--- config.mk ---
export PLATFORM = sky130hd
export DESIGN_NAME = core_mem_port
export DESIGN_NICKNAME = d
export VERILOG_FILES = /design/src/rtl/core_mem_port.sv
export SDC_FILE = /design/constraint.sdc
export NUM_CORES = 1
export LEC_CHECK = 0
export ABC_AREA = 1
export BUFFER_PORTS_ARGS = -buffer_cell sky130_fd_sc_hd__buf_2
export CELL_PAD_IN_SITES_DETAIL_PLACEMENT = 0
export CELL_PAD_IN_SITES_GLOBAL_PLACEMENT = 1
export CORE_UTILIZATION = 30
export DETAILED_ROUTE_END_ITERATION = 10
export PLACE_DENSITY = 0.66
export SLEW_MARGIN = 40
export SYNTH_ARGS = -nofsm -noshare
export SYNTH_HDL_FRONTEND = slang
export SYNTH_SLANG_ARGS = --single-unit
--- constraint.sdc ---
create_clock -name clk -period 2.8 [get_ports clk]
set_input_delay 0.84 -clock clk [delete_from_list [all_inputs] [get_ports clk]]
set_output_delay 0.84 -clock clk [all_outputs]
set_load 0.02 [all_outputs]
--- src/rtl/core_mem_port.sv ---
// Per-core request adapter in front of the 4-core shared-RAM arbiter: takes one
// load/store at a time, waits for grant, counts RAM latency and returns one response.
module core_mem_port #(
  parameter int RD_LAT  = 2,
  parameter int GAP_CYC = 2,
  parameter int TIMEOUT = 64
) (
  input  logic       clk,
  input  logic       rst,
  input  logic       req_valid,
  output logic       req_ready,
  input  logic       req_we,
  input  logic [7:0] req_addr,
  input  logic [7:0] req_wdata,
  output logic       resp_valid,
  output logic [7:0] resp_rdata,
  output logic       resp_err,
  output logic       mem_rden,
  output logic       mem_wren,
  output logic [7:0] mem_addr,
  output logic [7:0] mem_din,
  input  logic       mem_acq,
  input  logic [7:0] mem_dq
);

  typedef enum logic [2:0] {
    IDLE = 3'd0,
    ARB  = 3'd1,
    LAT  = 3'd2,
    RESP = 3'd3,
    GAP  = 3'd4
  } state_t;

  localparam logic [15:0] TO_LIMIT = 16'(TIMEOUT);
  localparam logic [2:0]  LAT_LAST = 3'(RD_LAT);
  localparam logic [7:0]  GAP_LAST = 8'(GAP_CYC - 1);
  localparam bit          NO_GAP   = (GAP_CYC == 0);

  state_t      state_r;
  state_t      state_s;
  logic        we_r;
  logic [7:0]  addr_r;
  logic [7:0]  wdata_r;
  logic [7:0]  data_r;
  logic        err_r;
  logic [15:0] wait_r;
  logic [2:0]  lat_r;
  logic [7:0]  gap_r;

  logic        accept_s;
  logic        timeout_s;
  logic        lat_done_s;
  logic [15:0] wait_inc_s;
  logic        nxt_we_s;
  logic [7:0]  nxt_addr_s;
  logic [7:0]  nxt_wdata_s;
  logic        nxt_busy_s;

  // Next-state decode; a grant in the same cycle as the timeout takes priority.
  always_comb begin
    state_s     = state_r;
    accept_s    = 1'b0;
    timeout_s   = 1'b0;
    lat_done_s  = 1'b0;
    wait_inc_s  = (wait_r == 16'hFFFF) ? wait_r : (wait_r + 16'd1);
    case (state_r)
      IDLE: begin
        if (req_valid) begin
          accept_s = 1'b1;
          state_s  = ARB;
        end else begin
          state_s = IDLE;
        end
      end
      ARB: begin
        if (mem_acq) begin
          state_s = LAT;
        end else if ((TO_LIMIT != 16'd0) && (wait_inc_s == TO_LIMIT)) begin
          timeout_s = 1'b1;
          state_s   = RESP;
        end else begin
          state_s = ARB;
        end
      end
      LAT: begin
        if (lat_r == LAT_LAST) begin
          lat_done_s = 1'b1;
          state_s    = RESP;
        end else begin
          state_s = LAT;
        end
      end
      RESP: begin
        if (NO_GAP) begin
          state_s = IDLE;
        end else begin
          state_s = GAP;
        end
      end
      GAP: begin
        if (gap_r == GAP_LAST) begin
          state_s = IDLE;
        end else begin
          state_s = GAP;
        end
      end
      default: state_s = IDLE;
    endcase
    nxt_we_s    = accept_s ? req_we    : we_r;
    nxt_addr_s  = accept_s ? req_addr  : addr_r;
    nxt_wdata_s = accept_s ? req_wdata : wdata_r;
    nxt_busy_s  = (state_s == ARB) || (state_s == LAT);
  end

  // State, request latches and the wait/latency/gap counters.
  always_ff @(posedge clk) begin
    if (rst) begin
      state_r <= IDLE;
      we_r    <= 1'b0;
      addr_r  <= 8'd0;
      wdata_r <= 8'd0;
      data_r  <= 8'd0;
      err_r   <= 1'b0;
      wait_r  <= 16'd0;
      lat_r   <= 3'd0;
      gap_r   <= 8'd0;
    end else begin
      state_r <= state_s;
      if (accept_s) begin
        we_r    <= req_we;
        addr_r  <= req_addr;
        wdata_r <= req_wdata;
        data_r  <= 8'd0;
        err_r   <= 1'b0;
        wait_r  <= 16'd0;
      end else if (state_r == ARB) begin
        wait_r <= wait_inc_s;
        err_r  <= timeout_s;
      end else if (lat_done_s && !we_r) begin
        data_r <= mem_dq;
      end
      if ((state_r == ARB) && mem_acq) begin
        lat_r <= 3'd1;
      end else if ((state_r == LAT) && !lat_done_s) begin
        lat_r <= lat_r + 3'd1;
      end
      if (state_r == RESP) begin
        gap_r <= 8'd0;
      end else if (state_r == GAP) begin
        gap_r <= gap_r + 8'd1;
      end
    end
  end

  // Registered port outputs; the arbiter side tracks the state being entered.
  always_ff @(posedge clk) begin
    if (rst) begin
      req_ready  <= 1'b1;
      mem_rden   <= 1'b0;
      mem_wren   <= 1'b0;
      mem_addr   <= 8'd0;
      mem_din    <= 8'd0;
      resp_valid <= 1'b0;
      resp_rdata <= 8'd0;
      resp_err   <= 1'b0;
    end else begin
      req_ready  <= (state_s == IDLE);
      mem_rden   <= nxt_busy_s && !nxt_we_s;
      mem_wren   <= nxt_busy_s && nxt_we_s;
      mem_addr   <= (state_s != IDLE) ? nxt_addr_s  : 8'd0;
      mem_din    <= (state_s != IDLE) ? nxt_wdata_s : 8'd0;
      resp_valid <= (state_r == RESP);
      resp_rdata <= (state_r == RESP) ? data_r : 8'd0;
      resp_err   <= (state_r == RESP) && err_r;
    end
  end

endmodule

---- Yosys cells after proc, flatten, opt, wreduce, memory -nomap -nowiden ----
Cells that the tools add are included.
cells by class
  add/sub/neg operators ................... 3
  multiply operators ...................... 0
  div/mod/pow operators ................... 0
  magnitude comparators ................... 0
  equal/unequal tests ..................... 10
  shift operators ......................... 0
  muxes and demuxes ....................... 18
  bitwise operators ....................... 3
  reduce and logical (&&, ||, !) cells .... 20
operators with widths
  cell                                                              count
  16-bit by 1-bit adder with 16-bit output, second input constant   1
  16-bit == test, second input constant                             1
  16-bit by 7-bit == test with 1-bit output, second input constant  1
  16-bit 2-to-1 mux                                                 1
  8-bit 2-to-1 mux                                                  2
  3-bit case mux with 5 select lines                                1
  3-bit by 2-bit == test with 1-bit output, second input constant   4
  1-bit 2-to-1 mux                                                  11
  2-bit OR reduction                                                5
  8-bit by 1-bit adder with 8-bit output, second input constant     1
  8-bit by 1-bit == test with 1-bit output, second input constant   1
  3-bit by 1-bit == test with 1-bit output, second input constant   2
  1-bit logical AND                                                 6
  3-bit zero test                                                   2
  2-bit 2-to-1 mux                                                  2
  3-bit by 1-bit adder with 3-bit output, second input constant     1
  3-bit == test, second input constant                              1
  1-bit zero test                                                   3
  3-bit 2-to-1 mux                                                  1
  1-bit inverter                                                    3
  3-bit nonzero test                                                1
  2-bit AND reduction                                               1
  2-bit nonzero test                                                1
  1-bit logical OR                                                  1
storage, ports and cells
  register bits ........................... 85
  bits in latches ......................... 0
  RAM bits ................................ 0
  bits in read-only memories .............. 0
  output and inout port bits .............. 29
  logic and storage cells ................. 72
  memories kept ........................... 0

---- Logic depth before layout (Yosys ltp) ----
Gate-level depths: netlist of run 1.
  word-level depth ........................ 9
  depth in mapped cells ................... 15

---- Least setup slack after synthesis of run 1 ----
Ideal clock, no wire load.
  kind .................................... input to register
  start point ............................. input req_valid
  end point ............................... register mem_addr[2]
  setup time .............................. 0.119 ns
  data arrival time ....................... 1.901 ns
  data required time ...................... 2.681 ns
  path slack .............................. 0.780 ns
  stages .................................. 8
  buffers on the path ..................... 2
  cells stage by stage .................... nand3_1 > buf_2 > inv_1 > nor3_1 > nand4_2 > nand2_4 > buf_6 > nor2_2
on the way
  cells in the longest elaborated chain, start to end .. 5
  elaborated cells on any way between the ends .. 8
  classes of those cells .................. mux: 5; bitwise: 1; reduce/logical: 2
ends and longest elaborated chain
  element                             line  text
  start, declared                     10    input logic req_valid,
  1-bit 2-to-1 mux                    68    if (req_valid) begin
  3-bit case mux with 5 select lines  66    case (state_r)
  3-bit nonzero test                  170   mem_addr <= (state_s != IDLE) ? nxt_addr_s : 8'd0;
  1-bit inverter (no line)            -
  2-bit OR reduction (no line)        -
  end signal, assigned                170
  end, declared                       20    output logic [7:0] mem_addr,
Several ways; a longest one is shown, not always the timed one.
A chain may end at the register's enable or synchronous reset.

---- Worst setup path after layout of run 1 ----
  start point ............................. register wait_r[0]
  end point ............................... register mem_din[6]
on the way
  cells in the longest elaborated chain, start to end .. 9
  elaborated cells on any way between the ends .. 10
  classes of those cells .................. add/sub: 1; eq/ne: 2; mux: 4; bitwise: 1; reduce/logical: 2
ends and longest elaborated chain
  element                                                                     line  text
  start, declared                                                             46    logic [15:0] wait_r;
  start signal, assigned                                                      137   wait_r <= wait_inc_s;
  16-bit by 1-bit adder with 16-bit output or 16-bit == test (tied branches)  65    wait_inc_s = (wait_r == 16'hFFFF) ? wait_r : (wait_r + 16'd1);
  16-bit 2-to-1 mux *                                                         65
  16-bit by 7-bit == test with 1-bit output *                                 78    end else if ((TO_LIMIT != 16'd0) && (wait_inc_s == TO_LIMIT)) begin
  2-bit 2-to-1 mux *                                                          78
  2-bit 2-to-1 mux *                                                          76    if (mem_acq) begin
  3-bit case mux with 5 select lines *                                        66
  3-bit nonzero test *                                                        171   mem_din <= (state_s != IDLE) ? nxt_wdata_s : 8'd0;
  1-bit inverter (no line) *                                                  -
  2-bit OR reduction (no line) *                                              -
  end signal, assigned                                                        171
  end, declared                                                               21    output logic [7:0] mem_din,
Every way passes the cells marked *; elsewhere a longest branch is shown, timed or not.

==> results of run 1 <==
-- stage by stage --
| step | std cells | power (mW) |
|---|---|---|
| after floorplan | 442 | 1.53 |
| after global placement | 636 | 1.62 |
| after detailed placement | 636 | 1.62 |
| after CTS | 652 | 2.85 |
| after global routing | 652 | 2.93 |
| final | 652 | 2.81 |
-- flip-flops by register name, summed over array words and instances (netlist names), 3 cells and up --
signal	cells
lat_r	3
mem_addr	8
addr_r	8
gap_r	8
wait_r	16
wdata_r	8
data_r	8
resp_rdata	8
state_r	3
mem_din	8
-- logic make-up (layout without fill, tap and decap cells) --
logic type	Yosys count	after routing	synth area share, %
and+or+nand+nor	195	195	25.5
DFF	85	85	48.8
buffers and inverters	71	138	7.93
AOI/OAI and AO/OA	64	64	9.90
muxes	16	16	4.59
xor gates and xnor gates	6	6	1.51
adders and majority gates	5	5	1.79
-- Yosys cell counts, drive strengths merged --
| cell type | instances | share of area, % |
|---|---|---|
| nor3 | 12 | 1.9 |
| nor2 | 86 | 10 |
| o21bai | 1 | 0.22 |
| nand4 | 6 | 1.3 |
| o21ai | 27 | 3.9 |
| nand2 | 63 | 7.1 |
| nor3b | 1 | 0.22 |
| mux2i | 16 | 4.6 |
| inv | 61 | 6.6 |
| o31ai | 2 | 0.43 |
| nand3 | 24 | 4.1 |
| xnor2 | 1 | 0.25 |
| a21oi | 27 | 3.9 |
| a211oi | 7 | 1.5 |
| or2 | 1 | 0.18 |
| buf | 3 | 0.61 |
| ha | 5 | 1.8 |
| xor2 | 5 | 1.3 |
| nor4 | 2 | 0.36 |
| clkbuf | 7 | 0.75 |
| dfxtp | 85 | 49 |
-- area by class of cell --
cell class	count	area (µm²)	area share (%)
Inverter	61	229	5.39
Tap cell	143	179	4.21
Sequential cell	85	1700	40.1
Multi-Input combinational cell	286	1510	35.6
Clock buffer	10	239	5.63
Timing Repair Buffer	61	315	7.43
Clock inverter	6	71.3	1.68
-- worst max-delay path: stages (launching register included) --
cell and delay (ns):
sky130_fd_sc_hd__dfxtp_1 0.39, sky130_fd_sc_hd__ha_1 0.26, sky130_fd_sc_hd__nand3_2 0.17, sky130_fd_sc_hd__nor2_1 0.25
sky130_fd_sc_hd__nand3_1 0.11, sky130_fd_sc_hd__nand2_1 0.08, sky130_fd_sc_hd__nand3_1 0.08, sky130_fd_sc_hd__nor2_1 0.13
sky130_fd_sc_hd__nand2_1 0.08, sky130_fd_sc_hd__nor2_2 0.15, sky130_fd_sc_hd__nand3_2 0.11, sky130_fd_sc_hd__nand4_2 0.10
sky130_fd_sc_hd__nand2_4 0.16, sky130_fd_sc_hd__nor2_1 0.14
-- layer usage --
layer / GRT usage (%) / up-vias / wire length (µm)
li1: - / 1539 / -
met5: 0 / - / 0
met1: 17.1 / 1331 / 3830
met3: 3.44 / 9 / 295
met2: 21.5 / 44 / 3490
met4: 4.57 / 0 / 93
-- power groups by stage --
| stage | Combinational (mW) | Clock, mW | Sequential, mW |
|---|---|---|---|
| 6_report | 0.296 | 1.21 | 1.30 |
| 3_5_place_dp | 0.300 | 0 | 1.32 |
| 4_1_cts | 0.301 | 1.25 | 1.30 |
| 5_1_grt | 0.335 | 1.30 | 1.30 |
| 2_1_floorplan | 0.190 | 0 | 1.34 |
| 3_3_place_gp | 0.298 | 0 | 1.32 |
-- final timing paths --
check        depth (start not counted)  startpoint             to  slack (ns)
min reg2reg                          2   data_r[1]  resp_rdata[1]        0.43
max reg2reg                         13   wait_r[0]     mem_din[6]        0.51
max                                 13   wait_r[0]     mem_din[6]        0.51
min                                  2   data_r[1]  resp_rdata[1]        0.43
==> results.cfg, run 1 <==
[status]
outcome = complete, no violations

[detailed_routing]
vias_per_cell = 4.48
remaining_drc_errors = 0
detailedRoute.firstPassIterationCount = 6
initialDrtViolationCount = 194
routed-via-count = 2923
totalWireLength_um = 7700
antenna_violating_nets_post_route = 0
wl_per_cell_um = 11.8

[final_layout]
areaGrowthSynthToFinish_pct = 21.7
commonest_cells_after_routing_fill_and_taps_aside = sky130_fd_sc_hd__dfxtp_1 (85), sky130_fd_sc_hd__nor2_1 (71), sky130_fd_sc_hd__nand2_1 (61)
fillers = 1203
diodes = 0
postLayoutCoreUtil_pct = 37.3
final_common_cell = sky130_fd_sc_hd__dfxtp_1
drive_above_1_share_pct = 19.8
finalNetCount = 538
final_area_um2 = 4250

[global_route]
grt_pass1_wl_um = 12200
maximum_number_of_pins_on_one_net_before_global_route_repair = 24
grt_antenna_before_repair = 0
gr-total-overflow = 0
grt_pass1_vias = 2649
global_route.usage.total_pct = 13.3

[yosys]
synth_seq_area_share_pct = 48.8
synth_area_um2 = 3490
synthesis.nets = 476
ys_ff_latch = 85
yosysWarningCount = 0
synth.lib_cells_used.distinct = 32
avgSynthCellArea_um2 = 7.89
post_synth_inst_count = 442

[placement]
portBuffers = 57
gp_weighted_congestion = 0.796
detailed_place.area_um2 = 3940
detailed_placement_hpwl_um = 5630
place_ws_ns = 0.544

[clock_network]
cts_num_sinks = 85
cts_inserted_buffers = 9
ctsResizeCount = 0
cts_tree = built
cts_post_setup_buffers_inserted = 0
clkSlewWorstSetupHoldPaths_ns = 0.07
holdBufCountCts = 0
ctsLongestPathBuffers = 2
cts_htree_levels = 3
worstSkewPairLatency_ns = 0.33
clock_tree_root_driver_cell = sky130_fd_sc_hd__clkbuf_16

[power]
power.static_leakage_nw = 1.87
p_seq_share_pct = 46.2
power_switching_share_pct = 25.3
max-vdd-ir-drop_mv = 0.434
power_density_nw_per_um2 = 661
combPwrFrac_pct = 10.6
switchingPower_uw = 710
cellInternalPower_mw = 2.10
clkPwrFrac_pct = 43.2

[critical_path]
critical_path.max_fanout = 17
worstPathArrival_ns = 2.55
required_ns = 3.07
setup.worst_path.start_class = flip-flop
worstSetupPathType = flip-flop to flip-flop
endpoint_kind = flip-flop

[timing]
relSlewSlack_pct = 66.6
rsz0062_at_grt = false
setup-tns-final_ns = 0
final_hold_viol_count = 0
final-setup-viol-count = 0
slew_viol_final = 0
achievable-frequency_mhz = 438
final_critical_path_share_of_the_clock_period_pct = 81.6
hold_slack_ns = 0.434
finalWorstSetupSlack_ns = 0.515
finalClockSkew_ns = 0.0101
timing.final.crit_period_ns = 2.29
worst-slew-pin-transition_ns = 0.500

[min_path]
worstHoldPathType = flip-flop to flip-flop

[floorplanning]
core.rowCount = 39
initial_core_util_pct = 30.7
die_height_um = 110
floorplan.core_area_um2 = 11400
fp.dieArea_um2 = 12100
design.portCount = 58
die_x_um = 110

[run]
timing.max_cap.violations = 0
Power figures use the tool's default switching activity.
==> run 2: changes to the inputs <==
- clock period: 2.8 -> 2.3 ns (I/O delays scaled with it)
==> results.cfg, run 2 (synthesis results as in run 1) <==
[clock_network]
cts_inserted_buffers = 9
worstSkewPairLatency_ns = 0.33
clkSlewWorstSetupHoldPaths_ns = 0.06
clock_tree_root_driver_cell = sky130_fd_sc_hd__clkbuf_16
cts_num_sinks = 85
cts_tree = built
holdBufCountCts = 0
cts_htree_levels = 3
ctsLongestPathBuffers = 2

[final_layout]
largest_register_ff_count = 16
layout_cells_excl_fill = 656
areaGrowthSynthToFinish_pct = 22.9
final_area_um2 = 4290
drive_above_1_share_pct = 20.9
fillers = 1212
final_common_cell = sky130_fd_sc_hd__dfxtp_1
ff_latch_area_um2 = 1700
registers.top_by_ff_count = wait_r
diodes = 0
finalNetCount = 543
multiInputGateArea_um2 = 1540
commonest_cells_after_routing_fill_and_taps_aside = sky130_fd_sc_hd__dfxtp_1 (84), sky130_fd_sc_hd__nor2_1 (70), sky130_fd_sc_hd__nand2_1 (61)

[detailed_routing]
maxUsedRoutingLayer = met4
dr_wl_met2_um = 3580
routed-via-count = 2944
wl_per_cell_um = 11.9
wirelength_met1_um = 3830
remaining_drc_errors = 0
antenna_violating_nets_post_route = 0
initialDrtViolationCount = 200
detailedRoute.firstPassIterationCount = 4
vias_per_cell = 4.49
dr_wl_met3_um = 286
totalWireLength_um = 7830

[critical_path]
worstSetupPathType = flip-flop to flip-flop
critical_path.max_fanout = 17
endpoint_kind = flip-flop
standard_cell_with_the_maximum_stage_delay_on_the_critical_path = sky130_fd_sc_hd__dfxtp_1
worstPathArrival_ns = 2.39
cp_cell_sequence = ha_4, nand3_2, nor2_4, nand3_4, nand2_1, inv_1, nor2_1, nand2_1, nor2_2, nand3_2, nand4_2, nand2_8, nor2_1
required_ns = 2.57
setup.worst_path.start_class = flip-flop
critical_path.max_stage_delay_ns = 0.40

[power]
power_density_nw_per_um2 = 783
max-vdd-ir-drop_mv = 0.476
power.static_leakage_nw = 1.88

[timing]
worst-slew-pin-transition_ns = 0.498
achievable-frequency_mhz = 471
setup-tns-final_ns = 0
final_hold_viol_count = 0
final_critical_path_share_of_the_clock_period_pct = 92.2
timing.final.crit_period_ns = 2.12
slew_viol_final = 0
finalClockSkew_ns = 0.00666
relSlewSlack_pct = 66.8
final-setup-viol-count = 0

[global_route]
maximum_number_of_pins_on_one_net_before_global_route_repair = 24
gr-total-overflow = 0
global_route.usage.total_pct = 13.7
grt_antenna_before_repair = 0
grt_pass1_wl_um = 12700
grt_pass1_vias = 2757

[placement]
detailed_place.area_um2 = 3970
detailed_placement_hpwl_um = 5640
gp_weighted_congestion = 0.819
place.detailed.instances = 640
portBuffers = 57

[min_path]
worstHoldPathType = flip-flop to flip-flop

[floorplanning]
design.portCount = 58
fp.dieArea_um2 = 12100
floorplan.core_area_um2 = 11400
die_x_um = 110
core.rowCount = 39
initial_core_util_pct = 30.7
die_height_um = 110

[run]
timing.max_cap.violations = 0

[status]
outcome = complete, no violations
==> run 2: changes by cell type in the layout (fill, tap and decap cells not counted), sizes merged <==
cell    before  now
clkbuf      10   11
inv         62   61
clkinv       2    1
buf         61   66
==> run 2: path summary, 6_finish.rpt <==
kind                            cells past startpoint  slack (ns)          to      start
worst max-delay path                               13        0.18  mem_din[2]  wait_r[1]
worst min-delay path                                2        0.43    resp_err      err_r
worst max register to register                     13        0.18  mem_din[2]  wait_r[1]
worst min register to register                      2        0.43    resp_err      err_r
==> run 2: area by class of cell <==
type | count | area share (%)
clock inverter | 4 | 1.17
inverter | 61 | 5.34
multi-input combinational | 286 | 35.9
sequential | 85 | 39.7
tap | 143 | 4.17
timing repair buffer | 66 | 8.23
clock buffer | 11 | 5.43
==> run 2: routing by layer <==
layer  vias up  global-route usage, %
li1       1549                      -
met2        53                   22.7
met3        11                   3.44
met4         0                   5.24
met5         -                      0
met1      1331                   17.1
==> run 2: stage by stage <==
step | utilization, % | power, mW | hold slack (ns) | setup WS (ns)
final | 37.7 | 3.36 | 0.427 | 0.179
after global routing | 37.7 | 3.52 | 0.444 | -0.0105
after CTS | 37.4 | 3.40 | 0.428 | 0.0529
after detailed placement | 34.9 | 1.98 | 0.421 | 0.0625
after global placement | 34.9 | 1.98 | 0.420 | 0.126
after floorplan | - | 1.87 | 0.408 | 0.375
==> run 2: critical path: cells and delay by family (launching register included) <==
kind / cells / cell delay [ns]
adder cells (fa/ha/maj): 1 / 0.18
buffers and inverters: 1 / 0.05
flip-flops: 1 / 0.40
AND/OR/NAND/NOR: 11 / 1.43
==> run 2: power breakdown <==
part           total, mW  leakage (nW)  internal, mW  switching (mW)
logic              0.374          1.06         0.137           0.237
clock network       1.40         0.132         0.834           0.569
registers           1.58         0.692          1.54          0.0378
==> run 2: repair_timing <==
item                       4_1_cts  5_1_grt
setup endpoints to repair        0       20
gates resized for setup          0        6
setup buffers                    0        1
